$ cat src/rtl/hcount_source.sv
// hcount_source: drives a four-phase req/ack channel with numbered messages; ack is debounced.
// Define HCOUNT_SOURCE_REDUN_EN to fill the redundancy field with (DEST_ADDR + data) mod 2^RSZ.
`ifndef NS_ADDRESS_SIZE
`define NS_ADDRESS_SIZE 8
`endif
`ifndef NS_DATA_SIZE
`define NS_DATA_SIZE 16
`endif
`ifndef NS_REDUN_SIZE
`define NS_REDUN_SIZE 4
`endif
`ifndef NS_REQ_CKS
`define NS_REQ_CKS 2
`endif

module hcount_source #(
  parameter int unsigned    ASZ        = `NS_ADDRESS_SIZE,
  parameter int unsigned    DSZ        = `NS_DATA_SIZE,
  parameter int unsigned    RSZ        = `NS_REDUN_SIZE,
  parameter logic [ASZ-1:0] DEST_ADDR  = '0,
  parameter logic [DSZ-1:0] FIRST_DATA = '0,
  parameter logic [15:0]    MAX_MSGS   = 16'd0,
  parameter int unsigned    ACK_CKS    = `NS_REQ_CKS
) (
  input  logic                 gch_clk,
  input  logic                 gch_reset,
  output logic                 gch_ready,
  output logic                 snd0_req,
  input  logic                 snd0_ack,
  output logic [ASZ+DSZ+RSZ-1:0] snd0_data,
  output logic                 done
);

  localparam int unsigned CKS      = (ACK_CKS == 0) ? 1 : ACK_CKS;
  localparam int unsigned CW       = $clog2(CKS + 1);
  localparam logic [CW-1:0] CKS_LAST = CW'(CKS - 1);

  typedef enum logic [1:0] {S_INIT, S_REQ_HI, S_REQ_LO, S_DONE} state_t;

  state_t         state_q, state_d;
  logic [CW-1:0]  deb_cnt_q, deb_cnt_d;
  logic [CW-1:0]  samp_q, samp_d;
  logic           ckd_ack_q, ckd_ack_d;
  logic           snd0_rdy;
  logic           req_q, req_d;
  logic           done_q, done_d;
  logic           rg_rdy_q, rg_rdy_d;
  logic [DSZ-1:0] data_q, data_d, data_ld;
  logic [RSZ-1:0] redun_q, redun_d, redun_nx;
  logic [15:0]    count_q, count_d;
  logic           load;

  // Ack debouncer: a new level is accepted after CKS consecutive samples of it.
  always_comb begin
    deb_cnt_d = '0;
    ckd_ack_d = ckd_ack_q;
    samp_d    = samp_q;
    if (samp_q != CKS_LAST) samp_d = samp_q + CW'(1);
    if (snd0_ack != ckd_ack_q) begin
      if (deb_cnt_q == CKS_LAST) ckd_ack_d = snd0_ack;
      else                       deb_cnt_d = deb_cnt_q + CW'(1);
    end
  end

  // The edge taking the CKS-th sample since reset is the first one that may leave INIT.
  assign snd0_rdy = (samp_q == CKS_LAST);

  always_comb begin
    state_d  = state_q;
    req_d    = req_q;
    done_d   = done_q;
    rg_rdy_d = rg_rdy_q;
    count_d  = count_q;
    load     = 1'b0;
    data_ld  = FIRST_DATA;
    case (state_q)
      S_INIT: begin
        if (snd0_rdy) begin
          state_d  = S_REQ_HI;
          req_d    = 1'b1;
          rg_rdy_d = 1'b1;
          count_d  = '0;
          load     = 1'b1;
        end
      end
      S_REQ_HI: begin
        if (ckd_ack_q) begin
          state_d = S_REQ_LO;
          req_d   = 1'b0;
        end
      end
      S_REQ_LO: begin
        if (!ckd_ack_q) begin
          count_d = count_q + 16'd1;
          if ((MAX_MSGS != 16'd0) && (count_d == MAX_MSGS)) begin
            state_d = S_DONE;
            req_d   = 1'b0;
            done_d  = 1'b1;
          end else begin
            state_d = S_REQ_HI;
            req_d   = 1'b1;
            load    = 1'b1;
            data_ld = data_q + DSZ'(1);
          end
        end
      end
      S_DONE:  req_d = 1'b0;
      default: state_d = S_INIT;
    endcase
  end

  // Data and redundancy are captured together, only when a new message is launched.
  always_comb begin
`ifdef HCOUNT_SOURCE_REDUN_EN
    redun_nx = RSZ'(DEST_ADDR) + RSZ'(data_ld);
`else
    redun_nx = '0;
`endif
    data_d  = load ? data_ld  : data_q;
    redun_d = load ? redun_nx : redun_q;
  end

  always_ff @(posedge gch_clk) begin
    if (gch_reset) begin
      state_q   <= S_INIT;
      deb_cnt_q <= '0;
      samp_q    <= '0;
      ckd_ack_q <= 1'b0;
      req_q     <= 1'b0;
      done_q    <= 1'b0;
      rg_rdy_q  <= 1'b0;
      count_q   <= '0;
      data_q    <= '0;
      redun_q   <= '0;
    end else begin
      state_q   <= state_d;
      deb_cnt_q <= deb_cnt_d;
      samp_q    <= samp_d;
      ckd_ack_q <= ckd_ack_d;
      req_q     <= req_d;
      done_q    <= done_d;
      rg_rdy_q  <= rg_rdy_d;
      count_q   <= count_d;
      data_q    <= data_d;
      redun_q   <= redun_d;
    end
  end

  // Address field reads as zero until the first message is loaded.
  assign snd0_data = {(rg_rdy_q ? DEST_ADDR : {ASZ{1'b0}}), data_q, redun_q};
  assign snd0_req  = req_q;
  assign done      = done_q;
  assign gch_ready = rg_rdy_q & snd0_rdy;

endmodule
$ cat config.mk
export PLATFORM = sky130hd
export DESIGN_NAME = hcount_source
export DESIGN_NICKNAME = d
export VERILOG_FILES = /design/src/rtl/hcount_source.sv
export SDC_FILE = /design/constraint.sdc
export NUM_CORES = 1
export LEC_CHECK = 0
export CAP_MARGIN = 25
export CELL_PAD_IN_SITES_DETAIL_PLACEMENT = 2
export CELL_PAD_IN_SITES_GLOBAL_PLACEMENT = 2
export CORE_MARGIN = 8
export CORE_UTILIZATION = 27
export DETAILED_ROUTE_END_ITERATION = 10
export PLACE_DENSITY = 0.78
export SYNTH_ARGS = -nofsm -noshare
export SYNTH_HDL_FRONTEND = slang
export SYNTH_SLANG_ARGS = --single-unit
export TNS_END_PERCENT = 1
$ cat constraint.sdc
create_clock -name gch_clk -period 1.9 [get_ports gch_clk]
set_input_delay 0.19 -clock gch_clk [delete_from_list [all_inputs] [get_ports gch_clk]]
set_output_delay 0.19 -clock gch_clk [all_outputs]
set_load 0.1 [all_outputs]
# ---- Word-level counts from Yosys, hierarchy flattened
# Index checks and enable logic that the tools add are counted.
dict set report classes {
  addsub 3
  n_eq_ne 10
  muxes 13
  bitwise 2
  reduce_logical 7
}
# operator n
set ops {}
lappend ops {{16-bit 2-to-1 mux} 2}
lappend ops {{16-bit by 1-bit adder with 16-bit output, second input constant} 1}
lappend ops {{2-bit by 1-bit == test with 1-bit output, second input constant} 3}
lappend ops {{2-bit 2-to-1 mux} 3}
lappend ops {{2-bit != test, second input constant} 3}
lappend ops {{2-bit one-hot mux with 3 select lines} 1}
lappend ops {{1-bit 2-to-1 mux} 5}
lappend ops {{2-bit by 1-bit adder with 2-bit output, second input constant} 2}
lappend ops {{2-bit == test, second input constant} 2}
lappend ops {{1-bit one-hot mux with 4 select lines} 1}
lappend ops {{2-bit AND reduction} 2}
lappend ops {{4-bit AND reduction} 1}
lappend ops {{3-bit AND reduction} 1}
lappend ops {{3-bit nonzero test} 1}
lappend ops {{3-bit OR reduction} 1}
lappend ops {{2-bit logical NOT} 1}
lappend ops {{2-bit by 1-bit != test with 1-bit output, second input constant} 1}
lappend ops {{1-bit one-hot mux with 2 select lines} 1}
lappend ops {{1-bit bitwise AND} 1}
lappend ops {{1-bit != test} 1}
lappend ops {{1-bit inverter} 1}
dict set report word_totals {
  reg_bits 25
  output_inout_bits 31
}

# ---- Logic depth before layout (Yosys ltp)
# Gate-level depths: netlist of run 1.
dict set report logic_depth {
  depth_word 3
  depth_mapped 7
  depth_no_buf 6
}

# ---- Least setup slack after synthesis of run 1
# OpenSTA, ideal clock, no wires.
dict set report synth_timing {
  path_type {reg2reg}
  start {reg data_q[3]}
  end {reg data_q[8]}
  setup_ns 0.065
  arrival_time_ns 2.213
  slack_ns -0.378
  path_stages_with_launch 5
  period_less_slack_ns 2.278
  path_cell_list {dfxtp_1 -> nand4_1 -> nor4_1 -> mux2_2 -> nor2_1}
}
dict set report synth_between {
  elab_chain_cells 3
}
# item line_no
set synth_lines {}
lappend synth_lines {{start, declared} 48} ;# logic [DSZ-1:0] data_q, data_d, data_ld;
lappend synth_lines {{start signal, assigned} 144} ;# data_q <= data_d;
lappend synth_lines {{16-bit by 1-bit adder with 16-bit output} 103} ;# data_ld = data_q + DSZ'(1);
lappend synth_lines {{16-bit 2-to-1 mux} 93} ;# if (!ckd_ack_q) begin
lappend synth_lines {{16-bit 2-to-1 mux} 76} ;# case (state_q)
# Every way passes these cells.
# A chain may end at the register's enable or synchronous reset.

# ---- Worst setup path in the final report of run 1
dict set report layout_timing {
  start {reg state_q[0]}
  end {reg data_q[8]}
}
dict set report layout_between {
  elab_chain_cells 2
  elab_cells_between_ends 4
  cone_classes {eq/ne (1); mux (2); reduce/logical (1)}
}
# item line_no
set layout_lines {}
lappend layout_lines {{start, declared} 40} ;# state_t state_q, state_d;
lappend layout_lines {{start signal, assigned} 136} ;# state_q <= state_d;
lappend layout_lines {{2-bit == test / 2-bit logical NOT (equally long branches)} 76}
lappend layout_lines {{1-bit one-hot mux with 2 select lines / 16-bit 2-to-1 mux (equally long branches)} 76}
# Parallel ways exist; a longest one is shown, timed or not.

==> flow_metrics.tcl, run 1 <==
set metrics [dict create \
    start_util_pct 27.5 \
    yosysMostFrequentCell "dfxtp_1" \
    critPathRequiredTime_ns 2.11 \
    synth-seq-area-share_pct 39.3 \
    post_cts_buffers 0 \
    ys.flop_type "dfxtp_1" \
    ys_seq_elements 25 \
    root_buffer "clkbuf_8" \
    die_x_um 84.7 \
    met1_usage_pct 12.3 \
    grt_busiest_layer "met2" \
    r2r-start "state_q[0]" \
    grt_usage_pct 10.7 \
    antennaDiodeCount 0 \
    grt_max_degree 14 \
    cp-end-kind "flip-flop" \
    layout.nets 183 \
    yosys_warnings 0 \
    crit_path_max_fanout 11 \
    post-route-drc-count 0 \
    post-dp-hpwl_um 2820 \
    portBuffers 20 \
    fmax_ghz 0.561 \
    met2_usage_pct 18.3 \
    antenna_found_initial 0 \
    viasPerCell 4.99 \
    cts_buffers 3 \
    netlist_top_cells_count "dfxtp_1 (25), nor2_1 (24), buf_4 (14)" \
    syn_area_sq_um 1270 \
    synth_top_cell_by_area "dfxtp_1" \
    gp_congestion 0.739 \
    grt_pass1_vias 1254 \
    vias 1147 \
    die_area_sq_um 7170 \
    syn_inst 152 \
    grt_util_met3_pct 2.63 \
    synth-edff-count 0 \
    cts-hold-fix-buffers 0 \
    hold_start "deb_cnt_q[0]" \
    synth.distinct_cells 34 \
    setup_viol 0 \
    yosys.area.top_type_share_pct 39.3 \
    cts_tree "built" \
    clock_skew_ns 0.00666 \
    cts.htree.levels 1 \
    clock-sinks 25 \
    status "finished clean" \
    powerDensity_nw_per_um2 968 \
    cap_viol_max_count 0 \
    drtPass1Iterations 4 \
    dpl_worst_slack_ns 0.141 \
    rsz0062_at_grt "no" \
    worstSetupStartpoint "state_q[0]" \
    p_total_w 0.00148 \
    irDropWorstVdd_uv 355 \
    fillers 551 \
    rows 25 \
    grt_overflow 0 \
    syn_area_per_cell_sq_um 8.38 \
    grt_first_pass_wirelength_um 6240 \
    power_leakage_nw 0.589 \
    areaGrowthSynthToFinish_pct 19.7 \
    cp.arrival_ns 1.99 \
    antenna_left 0 \
    critPathLaunchType "flip-flop" \
    critPathKind "reg -> reg" \
    async_flop_share_pct 0 \
    routedWlPerCell_um 16.0 \
    ioPinCount 34 \
    clk_path_buf_depth 2 \
    first_iter_violations 30 \
    clock_latency_ns 0.27 \
    drive_gt1_share_pct 25.6 \
    min_period_ns 1.78 \
    clk_pin_slew_ns 0.09 \
    core-area_sq_um 4630 \
    slew_violations 0 \
    hold_viol_final 0 \
    wirelength_um 3690 \
    final_area_sq_um 1530 \
    hold_path_class "reg -> reg" \
    post-route-period-util_pct 93.8 \
    die_h_um 84.7 \
    placed_cell_area_sq_um 1480 \
    synthTopCellsByArea "dfxtp_1 (39%), buf_4 (8.3%), nor2_1 (7.1%), a21oi_1 (5.1%), mux2_2 (3.5%)" \
    worst_slack_ns 0.117 \
    cts_resized 0 \
]
## flip-flops by register name, indices dropped and copies added, names as in the netlist
signal,cells
data_q,16
snd0_req,1
state_q,2
samp_q,2
deb_cnt_q,2
ckd_ack_q,1
rg_rdy_q,1
## area by class of cell
cell class              instances  area [sq um]  area share (%)
flip-flops and latches         25           509            33.4
clock buffers                   4          45.0            2.95
inverters                       6          22.5            1.48
well taps                      54          67.6            4.43
multi-input cells             113           653            42.8
repair buffers                 28           228            14.9
## cell usage in the layout, fill, tap and decap left out, types with 2 or more instances in the layout
cell and n:
buf_4 25, nor2_1 24, dfxtp_1 18, a21oi_1 13, conb_1 13, nand2_1 12
dfxtp_2 7, inv_1 6, nor3_1 4, nand3_1 4, a31o_2 4, mux2_2 4
nand4_1 3, nand4b_1 3, ha_1 3, clkbuf_8 3, nor3b_1 2, nor4_1 2
mux2i_1 2, o311ai_0 2, or4_1 2, a211oi_1 2, xor2_1 2, o21ai_0 2
clkdlybuf4s50_1 2
## per-stage QoR
stage / TNS, ns / hold slack [ns] / util (%) / instances
after floorplan: -0.383 / 0.337 / - / 164
after CTS: 0 / 0.432 / 32.9 / 230
final: 0 / 0.423 / 32.9 / 230
after detailed placement: 0 / 0.413 / 32.0 / 226
after global placement: 0 / 0.406 / 32.0 / 226
after global routing: 0 / 0.451 / 32.9 / 230
## critical path, stage by stage, from the launching register on
cell     delay, ns
dfxtp_1       0.40
or3b_1        0.56
nor4_1        0.31
mux2_2        0.37
nor2_1        0.08
## kinds of logic (layout without fill, tap and decap cells)
family	count (synthesis)	count (layout)	share of synthesized area [%]
multiplexers	6	6	5.11
buffers and inverters	26	38	13.0
flip-flops	25	25	39.3
AND/OR/NAND/NOR	61	61	23.6
AO/OA/AOI/OAI	27	27	13.8
XOR/XNOR	3	3	2.06
adder cells (fa/ha/maj)	3	3	2.95
other	1	13	0.294
## final timing paths
path / depth (start not counted) / slack [ns] / endpoint
setup / recovery: 4 / 0.12 / data_q[8]
hold / removal: 1 / 0.42 / deb_cnt_q[0]
setup reg to reg: 4 / 0.12 / data_q[8]
hold reg to reg: 1 / 0.42 / deb_cnt_q[0]
## power by group
| group | leakage [nW] | internal, W | switching [W] | total (W) |
|---|---|---|---|---|
| sequential | 0.206 | 0.000575 | 0.0000422 | 0.000617 |
| combinational | 0.360 | 0.000145 | 0.000393 | 0.000538 |
| clock | 0.0228 | 0.000150 | 0.000172 | 0.000322 |
| total | 0.589 | 0.000869 | 0.000608 | 0.00148 |
## metal layers
metal / up-vias / routed length (um)
met5: - / 0
met4: 0 / 45
met3: 2 / 162
met2: 25 / 1810
met1: 567 / 1670
li1: 553 / -
(Power assumes the default switching activity.)
==> inputs of run 2 (changes only) <==
--- a/config.mk
+++ b/config.mk
@@ -10,8 +10,9 @@
 export CELL_PAD_IN_SITES_GLOBAL_PLACEMENT = 2
 export CORE_MARGIN = 8
 export CORE_UTILIZATION = 27
+export CTS_CLUSTER_SIZE = 24
 export DETAILED_ROUTE_END_ITERATION = 10
-export PLACE_DENSITY = 0.78
+export PLACE_DENSITY = 0.75
 export SYNTH_ARGS = -nofsm -noshare
 export SYNTH_HDL_FRONTEND = slang
 export SYNTH_SLANG_ARGS = --single-unit
==> run 2 against run 1 <==
Net effect:
- sequential power down 2%
- total power up 0.46%
- die area unchanged
- utilization grew 0.19 points
- clock power is essentially flat
- fmax is 1.1% higher
- final area is 0.57% higher
- cell count up 0.43%
- non-clock buffer count up 1
- wire length up 1.4%
- critical path type unchanged
- combinational power rose by 4.3%
- clock skew increased by 0.0031 ns
==> flow_metrics.tcl, run 2 (same netlist as run 1, synthesis figures left out) <==
set metrics [dict create \
    cts.htree.levels 1 \
    multi_input_area_sq_um 653 \
    irDropWorstVdd_uv 280 \
    post-route-period-util_pct 92.8 \
    gp_congestion 0.761 \
    ioPinCount 34 \
    r2r_setup_slack_ns 0.14 \
    fin_tns_setup_ns 0 \
    die_h_um 84.7 \
    cp-end-kind "flip-flop" \
    drtPass1Iterations 4 \
    cts_buffers 3 \
    start_util_pct 27.5 \
    die_area_sq_um 7170 \
    post-dp-hpwl_um 2930 \
    hold_path_class "reg -> reg" \
    die_x_um 84.7 \
    grt_first_pass_wirelength_um 6220 \
    r2r-start "state_q[1]" \
    fillers 556 \
    antennaDiodeCount 0 \
    p_total_w 0.00148 \
    clock_latency_ns 0.27 \
    power_leakage_nw 0.597 \
    crit_path_max_fanout 11 \
    clock-sinks 25 \
    post-route-drc-count 0 \
    routedWlPerCell_um 16.2 \
    vias 1143 \
    grt_usage_pct 10.6 \
    cp.arrival_ns 1.94 \
    largest-register "data_q" \
    worst_slack_ns 0.137 \
    critPathLaunchType "flip-flop" \
    portBuffers 20 \
    rsz0062_at_grt "yes" \
    viasPerCell 4.95 \
    critPathKind "reg -> reg" \
    powerDensity_nw_per_um2 967 \
    grt_max_degree 15 \
    grt_util_met3_pct 1.66 \
    mostFrequentLayoutCell "buf_4" \
    core-area_sq_um 4630 \
    grt_overflow 0 \
    critPathRequiredTime_ns 2.08 \
    hold_start "deb_cnt_q[0]" \
    grt_pass1_vias 1255 \
    cts_tree "built" \
    grt_busiest_layer "met2" \
    antenna_found_initial 0 \
    antenna_left 0 \
    met1_usage_pct 12.1 \
    largest_reg_flops 16 \
    layout_common_cells "buf_4 (26), nor2_1 (24), dfxtp_1 (18)" \
    rows 25 \
    areaGrowthSynthToFinish_pct 20.4 \
    status "finished clean" \
    clk_path_buf_depth 2 \
    first_iter_violations 27 \
    worstSetupStartpoint "state_q[1]" \
    clk_pin_slew_ns 0.09 \
    min_period_ns 1.76 \
    cap_viol_max_count 0 \
    wirelength_um 3740 \
    drive_gt1_share_pct 26.6 \
    fmax_ghz 0.567 \
    slew_violations 0 \
    met2_usage_pct 19.0 \
    clock_skew_ns 0.00979 \
    setup_viol 0 \
    root_buffer "clkbuf_8" \
    post_cts_buffers 0 \
    dpl_worst_slack_ns 0.130 \
    regArea_sq_um 509 \
    layout.nets 184 \
    hold_viol_final 0 \
]
## run 2: changes by cell type in the layout (fill, tap and decap cells not counted), sizes merged
cell	change
clkbuf	-1
buf	+1
clkinv	+1
## run 2: worst paths after layout
| path | to | depth (start not counted) |
|---|---|---|
| max | data_q[9] | 5 |
| min | deb_cnt_q[0] | 1 |
| max reg2reg | data_q[9] | 5 |
| min reg2reg | deb_cnt_q[0] | 1 |
## run 2: repair_timing
item | CTS | global route
endpoints found under the hold margin | 0 | 0
setup endpoints to repair | 0 | 1
hold buffers | 0 | 0
resized for setup | 0 | 0
## run 2: area by class of cell
type,count,share of cell area (%)
sequential,25,33.2
inverter,6,1.47
clock buffer,3,2.69
timing repair buffer,29,15.3
multi-input combinational,113,42.6
clock inverter,1,0.326
tap,54,4.40
## run 2: report_power, final
group	total, W	internal [W]	switching, W
Combinational	0.000561	0.000156	0.000406
Clock	0.000321	0.000147	0.000174
Sequential	0.000602	0.000575	0.0000268
Total	0.00148	0.000877	0.000607
## run 2: metal layers
metal / share of wire (%) / wire length (um)
met1: 42 / 1560
met2: 53 / 1990
met3: 3.7 / 137
met4: 1.2 / 46
met5: 0 / 0
## run 2: metrics by stage
| stage | hold WS (ns) | instance area (sq um) | cells | utilization (%) |
|---|---|---|---|---|
| global placement | 0.405 | 1490 | 227 | 32.1 |
| CTS | 0.437 | 1530 | 231 | 33.1 |
| detailed placement | 0.422 | 1490 | 227 | 32.1 |
| global route | 0.460 | 1530 | 231 | 33.1 |
| floorplan | 0.337 | 1330 | 164 | - |
| finish | 0.428 | 1530 | 231 | 33.1 |
## run 2: critical path, cell delays in order, from the launching register on
cell and delay, ns:
dfxtp_1 0.34, or3b_1 0.53, nor2_1 0.26, buf_4 0.19, a21oi_1 0.07, a311oi_1 0.28
